==> config.mk <==
export PLATFORM = sky130hd
export DESIGN_NAME = reg_share_arbiter
export DESIGN_NICKNAME = d
export VERILOG_FILES = /design/src/rtl/reg_share_arbiter.sv
export SDC_FILE = /design/constraint.sdc
export NUM_CORES = 1
export LEC_CHECK = 0
export ABC_AREA = 1
export ABC_CLOCK_PERIOD_IN_PS = 2000
export CORE_MARGIN = 5
export CORE_UTILIZATION = 59
export CTS_BUF_LIST = sky130_fd_sc_hd__clkbuf_8
export DETAILED_ROUTE_END_ITERATION = 8
export DONT_BUFFER_PORTS = 1
export HOLD_SLACK_MARGIN = 0.06
export PLACE_DENSITY = 0.83
export SETUP_SLACK_MARGIN = 0.2
export SYNTH_ARGS = -nofsm -noshare
export SYNTH_HDL_FRONTEND = slang
export SYNTH_SLANG_ARGS = --single-unit
==> constraint.sdc <==
create_clock -name clk -period 2 [get_ports clk]
set_input_delay 0.4 -clock clk [delete_from_list [all_inputs] [get_ports clk]]
set_output_delay 0.4 -clock clk [all_outputs]
set_load 0.005 [all_outputs]
==> src/rtl/reg_share_arbiter.sv <==
// reg_share_arbiter: round-robin write arbiter for one shared WIDTH-bit register.
// NREQ requesters load q through a level req / registered one-hot gnt handshake.
// Each write is followed by a one-cycle turnaround (GRANT), so at most one
// write lands every two cycles.
// Optional feature macro: ARB_LOCK_EN adds a per-requester lock input. While the
// owner holds its lock bit, GRANT persists and q reloads from the owner each edge.
module reg_share_arbiter #(
  parameter int NREQ  = 4,
  parameter int WIDTH = 8
) (
  input  logic                  clk,
  input  logic                  reset,
  input  logic [NREQ-1:0]       req,
  input  logic [NREQ*WIDTH-1:0] data,
  input  logic                  clr,
`ifdef ARB_LOCK_EN
  input  logic [NREQ-1:0]       lock,
`endif
  output logic [NREQ-1:0]       gnt,
  output logic [WIDTH-1:0]      q,
  output logic                  q_valid
);

  localparam int PTRW = $clog2(NREQ);
  localparam logic [PTRW:0]     NREQ_W = NREQ[PTRW:0];
  localparam logic [PTRW-1:0]   LAST   = PTRW'(NREQ - 1);
  localparam logic [NREQ-1:0]   ONE    = {{(NREQ-1){1'b0}}, 1'b1};

  typedef enum logic {IDLE, GRANT} state_t;

  state_t           state_reg, state_next;
  logic [NREQ-1:0]  gnt_reg, gnt_next;
  logic [WIDTH-1:0] q_reg, q_next;
  logic             q_valid_reg, q_valid_next;
  logic [PTRW-1:0]  ptr_reg, ptr_next;
`ifdef ARB_LOCK_EN
  logic [PTRW-1:0]  owner_reg, owner_next;
`endif

  logic             win_found;
  logic [PTRW-1:0]  win_idx;
  logic [PTRW:0]    cand;

  // Unpacked view of the flat data bus, one slice per requester.
  logic [WIDTH-1:0] data_arr [NREQ];

  genvar gi;
  generate
    for (gi = 0; gi < NREQ; gi++) begin : g_slice
      assign data_arr[gi] = data[gi*WIDTH +: WIDTH];
    end
  endgenerate

  // Round-robin pick: scan from ptr upward with wrap; the candidate nearest ptr
  // wins because the loop walks from farthest to nearest and overwrites.
  always_comb begin
    win_found = 1'b0;
    win_idx   = '0;
    cand      = '0;
    for (int k = NREQ - 1; k >= 0; k--) begin
      cand = {1'b0, ptr_reg} + k[PTRW:0];
      if (cand >= NREQ_W) begin
        cand = cand - NREQ_W;
      end
      if (req[cand[PTRW-1:0]]) begin
        win_found = 1'b1;
        win_idx   = cand[PTRW-1:0];
      end
    end
  end

  // Next-state and next-output logic; everything holds unless a rule fires.
  always_comb begin
    state_next   = state_reg;
    gnt_next     = gnt_reg;
    q_next       = q_reg;
    q_valid_next = q_valid_reg;
    ptr_next     = ptr_reg;
`ifdef ARB_LOCK_EN
    owner_next   = owner_reg;
`endif
    case (state_reg)
      IDLE: begin
        if (clr) begin
          // clear has priority; requests simply wait one more cycle
          q_next       = '0;
          q_valid_next = 1'b0;
        end else if (win_found) begin
          gnt_next     = ONE << win_idx;
          q_next       = data_arr[win_idx];
          q_valid_next = 1'b1;
          ptr_next     = (win_idx == LAST) ? '0 : win_idx + 1'b1;
          state_next   = GRANT;
`ifdef ARB_LOCK_EN
          owner_next   = win_idx;
`endif
        end
      end
      GRANT: begin
`ifdef ARB_LOCK_EN
        if (lock[owner_reg]) begin
          // burst: owner keeps the register and rewrites it every edge
          q_next = data_arr[owner_reg];
        end else begin
          gnt_next   = '0;
          state_next = IDLE;
        end
`else
        gnt_next   = '0;
        state_next = IDLE;
`endif
      end
      default: begin
        gnt_next   = '0;
        state_next = IDLE;
      end
    endcase
  end

  // State and output registers, cleared asynchronously.
  always_ff @(posedge clk or posedge reset) begin
    if (reset) begin
      state_reg   <= IDLE;
      gnt_reg     <= '0;
      q_reg       <= '0;
      q_valid_reg <= 1'b0;
      ptr_reg     <= '0;
`ifdef ARB_LOCK_EN
      owner_reg   <= '0;
`endif
    end else begin
      state_reg   <= state_next;
      gnt_reg     <= gnt_next;
      q_reg       <= q_next;
      q_valid_reg <= q_valid_next;
      ptr_reg     <= ptr_next;
`ifdef ARB_LOCK_EN
      owner_reg   <= owner_next;
`endif
    end
  end

  assign gnt     = gnt_reg;
  assign q       = q_reg;
  assign q_valid = q_valid_reg;

endmodule

==> out/qor.json, run 1 <==
{
  "outcome": "completed",
  "gr-usage-met3_pct": 2.71,
  "post_drt_wl_per_cell_um": 19.4,
  "clock_sinks": 16,
  "remaining_drc_errors": 0,
  "critical-path-max-stage-delay_ps": 490,
  "route.vias.total": 1296,
  "layout.cells.most_common_list": "sky130_fd_sc_hd__nand2_1, sky130_fd_sc_hd__nand3_1, sky130_fd_sc_hd__nand3_2, sky130_fd_sc_hd__nand2_2, sky130_fd_sc_hd__dfrtp_1",
  "detailedRoute.firstPassIterationCount": 4,
  "grt_start_max_net_pins": 18,
  "largest_register_ff_count": 8,
  "slew-limit-headroom_pct": 58.8,
  "number_of_placed_instances_with_taps_included": 193,
  "clk_path_buf_depth": 2,
  "clock_skew_ps": 6.55,
  "fin_nets": 228,
  "synth-warning-count": 0,
  "max_cap_viol_count": 0,
  "yosys.area_share.xor_xnor_pct": 1.24,
  "coreArea_um2": 2170,
  "slew_viol_final": 0,
  "cp_top_family": "simple AND/OR/NAND/NOR gates",
  "crit_slowest_cell": "sky130_fd_sc_hd__dfrtp_2",
  "finish.utilization_pct": 77.0,
  "crit_path_max_fanout": 6,
  "layoutNonFillerInstCount": 211,
  "grt_overflow_total": 0,
  "route.antenna.remaining_nets": 0,
  "setup_viol": 0,
  "critical_path.cell_chain": "nand2_2 -> nand3_2 -> buf_4 -> nand3_2 -> nand2_2 -> a21oi_4 -> clkinv_4 -> ha_1 -> nand2_1 -> nand2_1",
  "max_freq_mhz": 527,
  "design.die.area_um2": 3270,
  "track_usage_pct": 21.1,
  "rsz0062_at_grt": "yes",
  "synthesis.instances": 167,
  "postSynthRegisterBits": 16,
  "clk_pin_slew_worst_paths_ps": 70,
  "hp-class": "in2async",
  "postSynthAreaPerCell_um2": 7.85,
  "setup.worst_path.start_class": "register",
  "initial_utilization_pct": 60.4,
  "tns_ps": 0,
  "post_route_cells_drive_above_1_share_pct": 45.4,
  "critical_path.n_buffers_inverters": 2,
  "area_fraction_in_compound_gates_after_synthesis_pct": 4.77,
  "met1_usage_pct": 26.1,
  "worstSetupEndpointType": "register",
  "grt_most_used_layer": "met2",
  "synth_top_family_by_area": "simple AND/OR/NAND/NOR gates",
  "ys_seq_area_share_pct": 30.5,
  "grt_pass1_vias": 1318,
  "final_common_cell": "sky130_fd_sc_hd__nand2_1",
  "worst-endpoint-required_ps": 2150,
  "fillerInstances": 135,
  "power.leakage_nw": 0.829,
  "synth_fp_nets": 210,
  "first_iter_violations": 54,
  "post-route-period-util_pct": 94.9,
  "worst_slack_at_placement_ps": -75.6,
  "globalplace.congestion": 0.823,
  "drt-total-wl_mm": 4.10,
  "synth_cell_types": 25,
  "worst-setup-path-type": "reg2reg",
  "cts_tree": "done",
  "die_w_um": 57.1,
  "fin_total_pwr_w": 0.00387,
  "grtUsageMet2_pct": 36.9,
  "p_per_area_nw_per_um2": 2320,
  "timing.final.ws_setup_ps": 102,
  "synthSimpleGateAreaFrac_pct": 50.8,
  "multiInputGateArea_um2": 966,
  "hpwl_mm": 2.48,
  "transition_time_at_the_pin_with_the_least_slew_margin_ps": 617,
  "syn-cell-area_um2": 1310,
  "worst-endpoint-arrival_ps": 2050,
  "tritoncts.num_buffers": 3,
  "vdd_drop_max_v": 0.00168,
  "mux_share_of_post_synthesis_cell_area_pct": 0,
  "placementRows": 17,
  "root_buffer": "sky130_fd_sc_hd__clkbuf_8",
  "area_growth_pct": 27.5,
  "hold_violations": 0,
  "dieHeight_um": 57.1,
  "synth_fa_ha_area_share_pct": 3.82,
  "placement.io_buffers": 0,
  "h-tree-depth": 1,
  "viasPerCell": 6.14,
  "global_route_wire_length_before_repair_mm": 5.60,
  "grt_antenna_before_repair": 0,
  "regArea_um2": 403,
  "clk-insertion-delay-late_ps": 260,
  "num_antenna_cells": 0,
  "period_needed_ps": 1900,
  "top_level_ports": 52
}
## per-stage QoR
stage | cell area (um^2) | hold slack, ps
final | 1670 | 103
after global routing | 1670 | 157
after CTS | 1440 | 133
after detailed placement | 1310 | 393
after global placement | 1310 | 385
after floorplan | 1310 | 314
## cell usage after synthesis
master	instances	area, um^2
sky130_fd_sc_hd__inv_2	4	15.0
sky130_fd_sc_hd__nand2_2	11	68.8
sky130_fd_sc_hd__buf_6	2	22.5
sky130_fd_sc_hd__nand2_1	50	188
sky130_fd_sc_hd__xnor2_2	1	16.3
sky130_fd_sc_hd__dfrtp_1	16	400
sky130_fd_sc_hd__inv_4	1	6.26
sky130_fd_sc_hd__nor2_1	1	3.75
sky130_fd_sc_hd__clkinv_1	1	3.75
sky130_fd_sc_hd__o21ai_4	1	16.3
sky130_fd_sc_hd__nand2_8	1	20.0
sky130_fd_sc_hd__o21ai_1	3	15.0
sky130_fd_sc_hd__nor2_8	1	20.0
sky130_fd_sc_hd__a21oi_4	1	16.3
sky130_fd_sc_hd__inv_1	9	33.8
sky130_fd_sc_hd__o21ai_0	2	10.0
sky130_fd_sc_hd__ha_1	4	50.1
sky130_fd_sc_hd__nand3_1	39	195
sky130_fd_sc_hd__nand3_2	11	110
sky130_fd_sc_hd__buf_4	2	15.0
sky130_fd_sc_hd__a21oi_1	1	5.00
sky130_fd_sc_hd__buf_12	1	20.0
sky130_fd_sc_hd__nand3b_4	1	20.0
sky130_fd_sc_hd__nand3_4	1	17.5
sky130_fd_sc_hd__nand2_4	2	22.5
## report_power, final
group / total, W / internal [W] / switching, W
clock: 0.000249 / 0.000134 / 0.000115
combinational: 0.00300 / 0.00126 / 0.00174
sequential: 0.000627 / 0.000460 / 0.000168
## area by class of cell
type / count / share of cell area, %
multi-input combinational: 133 / 57.8
sequential: 16 / 24.1
timing repair buffer: 16 / 9.73
inverter: 15 / 3.82
clock buffer: 3 / 2.47
tap: 28 / 2.10
## kinds of logic after synthesis
family | count (synthesis)
compound gates | 8
xor+xnor | 1
fa+ha+maj | 4
buf+inv | 20
flops | 16
simple gates | 118
## worst paths after layout
path	startpoint	end	slack, ps	depth (start not counted)
worst max-delay path	ptr_reg[0]	gnt[0]	100	10
worst max register to register	ptr_reg[0]	gnt[0]	100	10
worst min-delay path	reset	q[3]	100	1
max in group asynchronous	reset	ptr_reg[0]	1460	1
worst min register to register	q[2]	q[2]	500	2
min in group clk	clr	q_valid	260	1
## timing repair
action,CTS,global route
endpoints found under the hold margin,0,0
cloned,1,1
buffers inserted,7,6
pin swaps,3,18
endpoints found under the setup margin,15,15
resized for setup,7,39
hold buffers,0,0
## per-layer routing
layer / vias to the layer above / part of all wire (%)
met5: - / 0
met4: 0 / 5.2
met3: 20 / 6.8
met2: 70 / 51
met1: 622 / 37
li1: 584 / -
No activity file was read; power rests on OpenSTA's default activity.
==> inputs of run 2 (changes only) <==
--- a/config.mk
+++ b/config.mk
@@ -7,6 +7,7 @@
 export LEC_CHECK = 0
 export ABC_AREA = 1
 export ABC_CLOCK_PERIOD_IN_PS = 2000
+export CAP_MARGIN = 20
 export CORE_MARGIN = 5
 export CORE_UTILIZATION = 59
 export CTS_BUF_LIST = sky130_fd_sc_hd__clkbuf_8
==> results of run 2 <==
No change in the layout: final DEF, timing and power equal those of run 1.
